## src/rtl/vp_keyq_pkg.sv

```systemverilog
// Key event queue shared types, key constants and the set-2 scancode to ASCII map.
// Consumers: keyq_fifo, key_event_queue (joystick path enabled by VP_KEYQ_JOY_EN).
package vp_keyq_pkg;

  typedef struct packed {
    logic [7:0] ascii;
    logic       released;
  } key_event_t;

  localparam logic [7:0] KEY_YES   = 8'h11;
  localparam logic [7:0] KEY_NO    = 8'h12;
  localparam logic [7:0] KEY_ENTER = 8'h0A;
  localparam logic [7:0] KEY_BS    = 8'h08;

  // Returns {mapped, ascii}; mapped=0 means the code is discarded.
  function automatic logic [8:0] sc2ascii(input logic [7:0] sc);
    logic [8:0] r;
    r = 9'h000;
    case (sc)
      8'h45: r = {1'b1, 8'h30};
      8'h16: r = {1'b1, 8'h31};
      8'h1E: r = {1'b1, 8'h32};
      8'h26: r = {1'b1, 8'h33};
      8'h25: r = {1'b1, 8'h34};
      8'h2E: r = {1'b1, 8'h35};
      8'h36: r = {1'b1, 8'h36};
      8'h3D: r = {1'b1, 8'h37};
      8'h3E: r = {1'b1, 8'h38};
      8'h46: r = {1'b1, 8'h39};
      8'h1C: r = {1'b1, 8'h61};
      8'h32: r = {1'b1, 8'h62};
      8'h21: r = {1'b1, 8'h63};
      8'h23: r = {1'b1, 8'h64};
      8'h24: r = {1'b1, 8'h65};
      8'h2B: r = {1'b1, 8'h66};
      8'h34: r = {1'b1, 8'h67};
      8'h33: r = {1'b1, 8'h68};
      8'h43: r = {1'b1, 8'h69};
      8'h3B: r = {1'b1, 8'h6A};
      8'h42: r = {1'b1, 8'h6B};
      8'h4B: r = {1'b1, 8'h6C};
      8'h3A: r = {1'b1, 8'h6D};
      8'h31: r = {1'b1, 8'h6E};
      8'h44: r = {1'b1, 8'h6F};
      8'h4D: r = {1'b1, 8'h70};
      8'h15: r = {1'b1, 8'h71};
      8'h2D: r = {1'b1, 8'h72};
      8'h1B: r = {1'b1, 8'h73};
      8'h2C: r = {1'b1, 8'h74};
      8'h3C: r = {1'b1, 8'h75};
      8'h2A: r = {1'b1, 8'h76};
      8'h1D: r = {1'b1, 8'h77};
      8'h22: r = {1'b1, 8'h78};
      8'h35: r = {1'b1, 8'h79};
      8'h1A: r = {1'b1, 8'h7A};
      8'h29: r = {1'b1, 8'h20};
      8'h79: r = {1'b1, 8'h2B};
      8'h7B: r = {1'b1, 8'h2D};
      8'h7C: r = {1'b1, 8'h2A};
      8'h4A: r = {1'b1, 8'h2F};
      8'h55: r = {1'b1, 8'h3D};
      8'h1F: r = {1'b1, KEY_YES};
      8'h27: r = {1'b1, KEY_NO};
      8'h5A: r = {1'b1, KEY_ENTER};
      8'h66: r = {1'b1, KEY_BS};
      default: r = 9'h000;
    endcase
    return r;
  endfunction

endpackage

```

## src/rtl/keyq_fifo.sv

```systemverilog
// Key event FIFO: DEPTH entries of key_event_t, sticky overflow on dropped pushes.
// A pop at full frees the slot for a simultaneous push; a pop on empty is ignored.
module keyq_fifo
  import vp_keyq_pkg::*;
#(
  parameter int DEPTH = 8
) (
  input  logic       clk_sys,
  input  logic       reset,
  input  logic       i_push,
  input  key_event_t i_data,
  input  logic       i_pop,
  output logic       o_empty,
  output key_event_t o_head,
  output logic       o_ovf
);

  localparam int AW = $clog2(DEPTH);
  localparam logic [AW:0] CNT_FULL = (AW+1)'(DEPTH);

  key_event_t    r_mem [DEPTH];
  logic [AW-1:0] r_wp;
  logic [AW-1:0] r_rp;
  logic [AW:0]   r_cnt;
  logic          r_ovf;

  logic w_full;
  logic w_pop;
  logic w_wr;

  assign o_empty = (r_cnt == '0);
  assign w_full  = (r_cnt == CNT_FULL);
  assign w_pop   = i_pop && !o_empty;
  assign w_wr    = i_push && (!w_full || w_pop);
  assign o_head  = r_mem[r_rp];
  assign o_ovf   = r_ovf;

  always_ff @(posedge clk_sys) begin
    if (w_wr) r_mem[r_wp] <= i_data;
  end

  always_ff @(posedge clk_sys or posedge reset) begin
    if (reset) begin
      r_wp  <= '0;
      r_rp  <= '0;
      r_cnt <= '0;
      r_ovf <= 1'b0;
    end else begin
      if (w_wr)  r_wp <= r_wp + 1'b1;
      if (w_pop) r_rp <= r_rp + 1'b1;
      case ({w_wr, w_pop})
        2'b10:   r_cnt <= r_cnt + 1'b1;
        2'b01:   r_cnt <= r_cnt - 1'b1;
        default: r_cnt <= r_cnt;
      endcase
      if (i_push && !w_wr) r_ovf <= 1'b1;
    end
  end

endmodule

```

## src/rtl/key_event_queue.sv

```systemverilog
// PS/2 and numpad-joystick key events translated to ASCII and queued for vp_keymap.
// Define VP_KEYQ_JOY_EN to include the joystick edge path; otherwise joy_numpad is ignored.
module key_event_queue
  import vp_keyq_pkg::*;
#(
  parameter int DEPTH = 8
) (
  input  logic        clk_sys,
  input  logic        reset,
  input  logic [10:0] ps2_key,
  input  logic [9:0]  joy_numpad,
  input  logic        rx_read_i,
  output logic        rx_data_ready_o,
  output logic [7:0]  rx_ascii_o,
  output logic        rx_released_o,
  output logic        overflow_o
);

  logic       r_armed;
  logic       r_tog;
  logic       r_stg_vld;
  key_event_t r_stg;

  logic [8:0] w_map;
  logic       w_ps2_evt;
  logic       w_joy_evt;
  key_event_t w_joy_ev;
  logic       w_nxt_vld;
  key_event_t w_nxt;
  logic       w_empty;
  key_event_t w_head;
  logic       w_unused;

  assign w_map     = sc2ascii(ps2_key[7:0]);
  assign w_ps2_evt = r_armed && (ps2_key[10] != r_tog) && w_map[8];

`ifdef VP_KEYQ_JOY_EN
  logic [9:0] r_joy;
  logic [9:0] r_pend;
  logic [9:0] w_edge;
  logic [9:0] w_all;
  logic [9:0] w_pick;

  assign w_unused  = ps2_key[8];
  assign w_edge    = r_armed ? (joy_numpad ^ r_joy) : 10'h000;
  assign w_all     = r_pend | w_edge;
  // Isolate the lowest pending bit; PS/2 takes the slot when both compete.
  assign w_pick    = w_all & (~w_all + 10'd1);
  assign w_joy_evt = !w_ps2_evt && (w_all != 10'h000);

  always_comb begin
    w_joy_ev = '0;
    for (int i = 0; i < 10; i++) begin
      if (w_pick[i]) begin
        w_joy_ev.ascii    = (i == 9) ? 8'h30 : 8'h31 + 8'(i);
        w_joy_ev.released = ~joy_numpad[i];
      end
    end
  end

  always_ff @(posedge clk_sys or posedge reset) begin
    if (reset) begin
      r_joy  <= '0;
      r_pend <= '0;
    end else begin
      r_joy  <= joy_numpad;
      r_pend <= w_joy_evt ? (w_all & ~w_pick) : w_all;
    end
  end
`else
  assign w_unused  = ^{ps2_key[8], joy_numpad};
  assign w_joy_evt = 1'b0;
  assign w_joy_ev  = '0;
`endif

  always_comb begin
    w_nxt_vld = w_ps2_evt || w_joy_evt;
    w_nxt     = w_joy_ev;
    if (w_ps2_evt) begin
      w_nxt.ascii    = w_map[7:0];
      w_nxt.released = ~ps2_key[9];
    end
  end

  // r_armed holds off detection for the first cycle so copies can load.
  always_ff @(posedge clk_sys or posedge reset) begin
    if (reset) begin
      r_armed   <= 1'b0;
      r_tog     <= 1'b0;
      r_stg_vld <= 1'b0;
      r_stg     <= '0;
    end else begin
      r_armed   <= 1'b1;
      r_tog     <= ps2_key[10];
      r_stg_vld <= w_nxt_vld;
      r_stg     <= w_nxt;
    end
  end

  keyq_fifo #(
    .DEPTH(DEPTH)
  ) u_fifo (
    .clk_sys(clk_sys),
    .reset  (reset),
    .i_push (r_stg_vld),
    .i_data (r_stg),
    .i_pop  (rx_read_i),
    .o_empty(w_empty),
    .o_head (w_head),
    .o_ovf  (overflow_o)
  );

  assign rx_data_ready_o = !w_empty;
  assign rx_ascii_o      = w_empty ? 8'h00 : w_head.ascii;
  assign rx_released_o   = w_empty ? 1'b0 : w_head.released;

endmodule

```

## config.mk

```make
export PLATFORM = sky130hd
export DESIGN_NAME = key_event_queue
export DESIGN_NICKNAME = d
export VERILOG_FILES = /design/src/rtl/vp_keyq_pkg.sv /design/src/rtl/keyq_fifo.sv /design/src/rtl/key_event_queue.sv
export SDC_FILE = /design/constraint.sdc
export NUM_CORES = 1
export LEC_CHECK = 0
export BUFFER_PORTS_ARGS = -buffer_cell sky130_fd_sc_hd__buf_4
export CAP_MARGIN = 5
export CORE_ASPECT_RATIO = 0.75
export CORE_MARGIN = 2
export CORE_UTILIZATION = 55
export CTS_CLUSTER_SIZE = 30
export DETAILED_ROUTE_END_ITERATION = 10
export GPL_TIMING_DRIVEN = 0
export PLACE_DENSITY = 0.74
export SLEW_MARGIN = 20
export SYNTH_ARGS = -nofsm -noshare
export SYNTH_HDL_FRONTEND = slang
export SYNTH_SLANG_ARGS = --single-unit
```

## constraint.sdc

```tcl
create_clock -name clk_sys -period 4.02 [get_ports clk_sys]
set_clock_uncertainty 0.05 [all_clocks]
set_input_delay 0.804 -clock clk_sys [delete_from_list [all_inputs] [get_ports clk_sys]]
set_output_delay 0.804 -clock clk_sys [all_outputs]
set_load 0.005 [all_outputs]
```

After elaboration in Yosys (flattened, before gate mapping)
Memory sizes are Yosys's and may differ from the RTL's.
Cells that the tools add are included.
{"block": "word_totals", "inputBits": 24, "mem_count": 2, "ram_bits": 72, "reg_bits": 23, "mem_bits_ro": 1024, "word_cells": 38}
{"block": "op_classes", "n_eq_ne": 4, "mux": 7, "n_reduce_logical": 11, "bitwise": 1, "addsub": 4}
{"name": "(no name shown)", "depth": 128, "word_bits": 8, "rd": 1, "rd_clocked_by_memory_dff": 0, "write_ports": 0, "line_no": "vp_keyq_pkg.sv:19", "rtl": "case (sc)"}
{"name": "u_fifo.r_mem", "depth": 8, "word_bits": 9, "rd": 1, "rd_clocked_by_memory_dff": 0, "write_ports": 1, "line_no": "keyq_fifo.sv:21", "rtl": "key_event_t r_mem [DEPTH];"}
{"cell": "two-way mux 9 bit", "count": 2}
{"cell": "two-way mux 8 bit", "count": 1}
{"cell": "one-hot mux 4 bit (2 select lines)", "count": 1}
{"cell": "adder 3 x 1 -> 3 bit (second input constant)", "count": 2}
{"cell": "logical AND 1 bit", "count": 5}
{"cell": "adder 4 x 1 -> 4 bit (second input constant)", "count": 1}
{"cell": "== test 4 bit (second input constant)", "count": 1}
{"cell": "logical NOT 4 bit", "count": 1}
{"cell": "subtractor 4 x 1 -> 4 bit (second input constant)", "count": 1}
{"cell": "logical NOT 1 bit", "count": 3}
{"cell": "two-way mux 1 bit", "count": 3}
{"cell": "== test 2 x 1 -> 1 bit (second input constant)", "count": 1}
{"cell": "== test 2 bit (second input constant)", "count": 1}
{"cell": "nonzero test 2 bit", "count": 1}
{"cell": "logical OR 1 bit", "count": 1}
{"cell": "inequality test 1 bit", "count": 1}
{"cell": "inverter 1 bit", "count": 1}

Logic depth before layout (Yosys ltp)
Gate-level depths: netlist of run 1.
{"block": "depth", "depth_word": 7, "ltp_mapped": 12}

By module
Synthesis of run 1 repeated with hierarchy kept, for this count alone.
{"block": "unflattened", "cells_unflattened": 363, "area_unflattened_um2": 4885.9}
{"mod": "keyq_fifo", "area_per_inst_um2": 3497.1, "cells_per_inst": 176, "instances": 1}
{"mod": "key_event_queue", "area_per_inst_um2": 1388.8, "cells_per_inst": 187, "instances": 1}

Worst setup path before layout of run 1
OpenSTA, ideal clock, no wires.
{"block": "synth_timing", "path_kind": "input-to-reg", "startpoint": "in ps2_key[1]", "endpoint": "reg r_stg[4] (netlist name)", "path_stages": 9, "setup_ps": 104, "t_arrival_ps": 2443, "slack_ps": 1423, "path_cell_list": "buf_2 inv_1 ha_1 clkbuf_1 nand3b_1 a21oi_1 o32a_2 o21ai_0 a221oi_1"}
{"item": "from (decl)", "line_no": "key_event_queue.sv:10", "rtl": "input logic [10:0] ps2_key,"}
{"item": "to (signal assigned)", "line_no": "key_event_queue.sv:96", "rtl": "r_stg <= w_nxt;"}
{"item": "to (decl)", "line_no": "key_event_queue.sv:22", "rtl": "key_event_t r_stg;"}

Worst setup path in the final report of run 1
{"block": "layout_timing", "startpoint": "reg u_fifo.r_rp[1]", "endpoint": "out rx_ascii_o[5]"}
{"block": "layout_between", "elab_chain_cells": 2}
{"item": "from (decl)", "line_no": "keyq_fifo.sv:23", "rtl": "logic [AW-1:0] r_rp;"}
{"item": "from (signal assigned)", "line_no": "keyq_fifo.sv:50", "rtl": "if (w_pop) r_rp <= r_rp + 1'b1;"}
{"item": "memory read (8 x 9 bit)"}
{"item": "two-way mux 8 bit", "line_no": "key_event_queue.sv:114", "rtl": "assign rx_ascii_o = w_empty ? 8'h00 : w_head.ascii;"}
{"item": "to (decl)", "line_no": "key_event_queue.sv:14", "rtl": "output logic [7:0] rx_ascii_o,"}
No other way between the ends.

==> summary.txt, run 1 <==
Outcome
  – Outcome: finished, final reports clean

Floorplan
  – Die Ht: 81.6 um
  – I/O Pins: 35
  – CORE AREA: 7850 um2
  – Starting Density: 56.3%
  – Cell row count: 28
  – Die area: 8770 um2
  – Die W: between 100 and 150 um

Synth
  – Top cell type's share of synthesized area: 43.5%
  – Ys flop type: edfxtp_1
  – Post-synth net total: 385
  – YS warnings: 0
  – Synth top cells by count: edfxtp_1 (64), nor2_1 (29), nand2_1 (24)
  – Most frequent cell after synthesis: edfxtp_1
  – Synth Instances: 347
  – Average cell area after synthesis: 12.7 um2
  – Ranking of synthesized cells by area: edfxtp_1 (44%), dfrtp_1 (12%), mux4_2 (8.7%)
  – Post-synth cell types: 57
  – Cell Area, Synth: between 4000 and 5000 um2
  – Leading area contributor after synthesis: edfxtp_1
  – Post-synth ARST share: roughly 26%
  – #FFs+latches synth: 86
  – Share of the yosys chip area belonging to registers: ~56%
  – Post-synth EDFFs: 64

Routing
  – DRT iter0 DRCs: ~370
  – Final WL: 9.40 mm
  – Pre-Repair DR Iteration Count: 5
  – Routed via count: 3040
  – Antenna-violating nets left: 0
  – Vias per inst: 6.23
  – Residual DRC count: 0
  – WL/cell: 19.3 um

Flow run
  – Max_cap viols: 0

Final layout
  – N_diodes: 0
  – Final core utilization: 63.0%
  – Final-stage net count: 416
  – Layout cells sized above 1: 21.9%
  – FF+latch area: around 2500 um2
  – Area Growth Syn to Fin: 12.0%
  – Final instance area: 4940 um2
  – Fillers: 602
  – Area occupied by multi-input gates: 1790 um2

Setup path
  – Worst path required time: 3.17 ns
  – CP cell instances: clkbuf_1, clkbuf_1, mux4_2, mux2i_1, nor2_1, buf_4
  – Crit path max-delay cell type: clkbuf_1
  – Delay of the slowest critical-path stage: 0.58 ns
  – Critical path class: reg -> out
  – CP Max Fanout: 10
  – FF-to-FF path depth: 9
  – Worst setup EP type: output port
  – Startpoint types: register
  – Most common cell on crit path: clkbuf_1
  – Critical Path AT: 2.58 ns

STA
  – Rel. slew slack: 39.7%
  – Final Critical Period: 3.43 ns
  – Worst-margin pin slew: 0.901 ns
  – Fin. max-slew vios: 0
  – Final worst slack: 0.591 ns
  – Hold Fails Final Rpt: 0
  – RSZ-0062 raised after global routing: false
  – Max Fclk: 0.292 GHz
  – Setup violators final: 0
  – Total negative slack: 0 ns
  – Fin crit share: 85.3%

Min path
  – Hold WC Path Type: reg -> reg
  – Hold depth: 1

Global routing
  – Initial antenna violation count: 0
  – Gr ovfl total: 0
  – Largest net degree at the start of global routing: 23
  – Total GRT Usage: approximately 23%
  – Number of global-route vias before repair: around 2800
  – First-pass GRT wire length: approximately 15 mm

Power
  – VDD IR max: 334 uV
  – Pleak: 1.84 nW
  – Pwr dens: 524 nW/um2
  – Tot Pwr: 2.59 mW

Place
  – Post-placement setup slack: 0.818 ns
  – I/O Buffers: 20
  – GP Congestion: 0.985
  – Dpl hpwl: 6.51 mm
  – Placed Area: 4710 um2

Clocking
  – Clock-pin transition on the worst setup and hold timing paths: roughly 0.09 ns
  – CTS sink cnt: 86
  – TritonCTS clock tree: built
  – Setup Buffers After CTS: 0
  – CTS Buffer Depth: 2
  – CTS H-tree lvls: 3
  – Inserted Clock Buffers: 9
  – Hold buffers post-CTS: 0
  – Skew-Pair Late Insertion Delay: roughly 0.36 ns
  – CTS root buf: clkbuf_8
  – Post_cts resized: 0
## per-stage QoR
step,hold WS (ns),cells
after floorplan,0.418,347
after global placement,0.412,472
after detailed placement,0.422,472
after CTS,0.447,488
after global routing,0.460,488
final,0.446,488
## sequential cells by signal (all words and copies together) (netlist names), 3 cells and up
signal / flops
u_fifo.r_cnt: 4
r_stg: 8
u_fifo.r_mem: 64
u_fifo.r_wp: 3
u_fifo.r_rp: 3
## logic make-up after synthesis
logic type      after synthesis  synth area share (%)
compound gates               75                  11.4
other cells                   2                 0.170
fa+ha+maj                    14                  3.97
mux                          31                  12.0
xor+xnor                      9                  1.79
flops                        86                  56.0
simple gates                 95                  10.8
buf+inv                      35                  3.94
## power by group
part           internal (mW)  switching (mW)  leakage, nW
combinational          0.429           0.405        0.848
clock                  0.358           0.313        0.108
sequential              1.02          0.0669        0.879
## placed cells by master, fill, tap and decap left out, types with 3 or more instances in the layout
| cell | synthesis | routed |
|---|---|---|
| edfxtp_1 | 64 | 64 |
| nor2_1 | 29 | 29 |
| nand2_1 | 24 | 24 |
| buf_4 | 3 | 23 |
| dfrtp_1 | 22 | 22 |
| a21oi_1 | 19 | 19 |
| mux4_2 | 17 | 17 |
| o21ai_0 | 17 | 17 |
| ha_1 | 14 | 14 |
| buf_2 | 11 | 11 |
| mux2i_1 | 10 | 10 |
| inv_1 | 9 | 9 |
| clkbuf_8 | 0 | 9 |
| nand2b_1 | 7 | 7 |
| clkbuf_1 | 7 | 7 |
| xor2_1 | 6 | 6 |
| nand3b_1 | 6 | 6 |
| nand3_1 | 5 | 5 |
| nor2b_1 | 5 | 5 |
| o211ai_1 | 5 | 5 |
| a211oi_1 | 5 | 5 |
| mux2_2 | 4 | 4 |
| a31oi_1 | 4 | 4 |
| xnor2_1 | 3 | 3 |
| and3_1 | 3 | 3 |
| a311oi_1 | 3 | 3 |
| a221oi_1 | 3 | 3 |
## cell type report
class	count	share of cell area [%]
Sequential cell	86	50.0
Tap cell	105	2.66
Timing Repair Buffer	20	3.04
Buffer	24	2.63
Multi-Input combinational cell	226	36.2
Clock buffer	9	2.51
Inverter	11	0.886
Clock inverter	7	2.10
## worst max-delay path, delay by kind of cell, from the launching register on
| kind | cells | cell delay (ns) |
|---|---|---|
| buffers and inverters | 3 | 1.19 |
| DFF | 1 | 0.35 |
| muxes | 2 | 0.61 |
| and+or+nand+nor | 1 | 0.06 |
## final timing paths
check                           startpoint         endpoint  slack (ns)
setup / recovery            u_fifo.r_rp[1]    rx_ascii_o[5]        0.59
hold reg to reg               u_fifo.o_ovf     u_fifo.o_ovf        0.45
setup reg to reg           u_fifo.r_cnt[0]  u_fifo.r_cnt[2]        1.41
min in group asynchronous            reset  u_fifo.r_cnt[0]        0.55
hold / removal                u_fifo.o_ovf     u_fifo.o_ovf        0.45
max in group asynchronous            reset         r_stg[3]        2.86
## metal layers
metal / vias to the layer above / share of wire (%) / global-route usage, %
met4: 0 / 1.9 / 7.31
met1: 1467 / 44 / 34.5
met5: - / 0 / 0
met2: 182 / 44 / 32.7
met3: 22 / 9.8 / 6.90
li1: 1369 / - / -
(Power assumes the default switching activity.)
==> run 2, diff against run 1 <==
- CELL_PAD_IN_SITES_DETAIL_PLACEMENT: default -> 2
- CELL_PAD_IN_SITES_GLOBAL_PLACEMENT: default -> 2
- CORE_UTILIZATION: 55 -> 45
- HOLD_SLACK_MARGIN: default -> 0.03
- PLACE_DENSITY: 0.74 -> default
- PLACE_DENSITY_LB_ADDON: default -> 0.1
==> summary.txt, run 2 (synthesized netlist as in run 1, its figures left out) <==
Outcome
  – Outcome: finished, final reports clean

Setup path
  – Delay of the slowest critical-path stage: 0.63 ns
  – CP Max Fanout: 10
  – Startpoint types: register
  – Worst path required time: 3.17 ns
  – Cell family with most CP delay: buffers and inverters
  – Critical path class: reg -> out
  – Worst path bufs/invs: 3
  – Crit path max-delay cell type: clkbuf_1
  – CP cell instances: clkbuf_1, clkbuf_1, mux4_2, mux2i_1, nor2_1, buf_4
  – FF-to-FF path depth: 9
  – Number of cells on the critical path: 6
  – Worst setup EP type: output port
  – Most common cell on crit path: clkbuf_1
  – Critical Path AT: 2.80 ns

Final layout
  – Most frequent cells in the layout: edfxtp_1 (64), nor2_1 (29), buf_4 (25), nand2_1 (24), dfrtp_1 (22)
  – Commonest non-fill, non-tap cell in the layout: edfxtp_1
  – Fillers: 935
  – Final instance area: 5090 um2
  – Max reg flops: 64
  – Layout cells sized above 1: between 20% and 30%
  – Largest register by flop count: u_fifo.r_mem
  – Top Registers: u_fifo.r_mem x64, r_stg x8, u_fifo.r_cnt x4
  – Final-stage net count: roughly 420
  – Area Growth Syn to Fin: 15.3%
  – N_diodes: 0

Min path
  – Hold WC Path Type: reg -> reg
  – Hold depth: 1

Global routing
  – Initial antenna violation count: 0
  – Number of global-route vias before repair: 3594
  – Total GRT Usage: 29.0%
  – Gr ovfl total: 0
  – Largest net degree at the start of global routing: 23
  – First-pass GRT wire length: 22.6 mm

Power
  – Pleak: 1.90 nW
  – VDD IR max: 273 uV
  – Pwr dens: 581 nW/um2
  – Tot Pwr: 2.96 mW

Floorplan
  – Starting Density: between 40 and 50%
  – Die area: 10600 um2
  – Cell row count: 31
  – CORE AREA: 9620 um2
  – I/O Pins: 35
  – Die W: between 100 and 150 um
  – Die Ht: 89.8 um

Routing
  – WL/cell: 28.2 um
  – Pre-Repair DR Iteration Count: 5
  – Residual DRC count: 0
  – Final WL: 14.6 mm
  – DRT iter0 DRCs: approximately 270
  – Antenna-violating nets left: 0
  – Vias per inst: 6.28
  – Routed via count: 3246

STA
  – Max Fclk: 0.273 GHz
  – Total negative slack: 0 ns
  – Hold Fails Final Rpt: 0
  – Final Critical Period: 3.66 ns
  – Rel. slew slack: approximately 29%
  – Worst-margin pin slew: 1.07 ns
  – Fin crit share: 91.0%
  – RSZ-0062 raised after global routing: false
  – Fin. max-slew vios: 0
  – Setup violators final: 0
  – Hold WS: 0.479 ns

Flow run
  – Max_cap viols: 0

Clocking
  – Hold buffers post-CTS: 0
  – Clock-pin transition on the worst setup and hold timing paths: approximately 0.060 ns
  – Post_cts resized: 0
  – CTS root buf: clkbuf_16
  – Skew-Pair Late Insertion Delay: 0.34 ns
  – Setup Buffers After CTS: 0
  – Inserted Clock Buffers: 9
  – CTS sink cnt: 86
  – CTS H-tree lvls: 3
  – CTS Buffer Depth: 2
  – TritonCTS clock tree: built

Place
  – Dpl hpwl: ~10 mm
  – I/O Buffers: 20
  – Placed Area: 4760 um2
  – GP Congestion: approximately 0.9
run 2: cell types whose count changed in the layout (fill, tap and decap cells not counted), sizes merged:
cell | previous run | this run
clkinvlp | 2 | 1
buf | 37 | 39
inv | 14 | 15
run 2: metrics by stage:
step           setup WS (ns)  std cells  util (%)
2_1_floorplan           1.42        347         -
3_3_place_gp           0.568        499      49.2
3_5_place_dp           0.422        501      49.5
4_1_cts                0.286        517      52.9
5_1_grt                0.236        517      52.9
6_report               0.362        517      52.9
run 2: worst register-to-register path, stage by stage (launching register included):
cell,delay [ns]
dfrtp_1,0.50
nor4_4,0.84
nor2b_2,0.22
ha_1,0.33
xor2_1,0.18
ha_1,0.21
a21oi_1,0.22
xor2_1,0.17
nor2_1,0.06
xor2_1,0.14
run 2: path summary, 6_finish.rpt:
path | start | to | slack, ns
min in group asynchronous | reset | u_fifo.r_cnt[2] | 0.62
setup / recovery | u_fifo.r_rp[1] | rx_ascii_o[4] | 0.36
hold reg to reg | u_fifo.o_ovf | u_fifo.o_ovf | 0.48
hold / removal | u_fifo.o_ovf | u_fifo.o_ovf | 0.48
setup reg to reg | u_fifo.r_cnt[0] | u_fifo.r_cnt[2] | 0.97
max in group asynchronous | reset | r_stg[2] | 2.74
run 2: report_power, final:
group	leakage (nW)	switching, mW	internal, mW
Clock	0.157	0.361	0.553
Sequential	0.879	0.0888	1.02
Combinational	0.859	0.498	0.438
Total	1.90	0.948	2.01
run 2: layer usage:
layer / routed length [um] / global-route usage [%] / vias up
li1: - / - / 1378
met1: 6050 / 37.7 / 1697
met2: 7100 / 48.2 / 136
met3: 935 / 6.28 / 35
met4: 479 / 10.5 / 0
met5: 0 / 0 / -
run 2: cell type report:
cell class	count	area, um2	share of cell area, %
clock buffer	9	225	4.42
multi-input combinational	226	1790	35.1
sequential	86	2470	48.6
tap	132	165	3.24
inverter	11	43.8	0.860
timing repair buffer	22	165	3.24
clock inverter	7	103	2.01
buffer	24	130	2.56
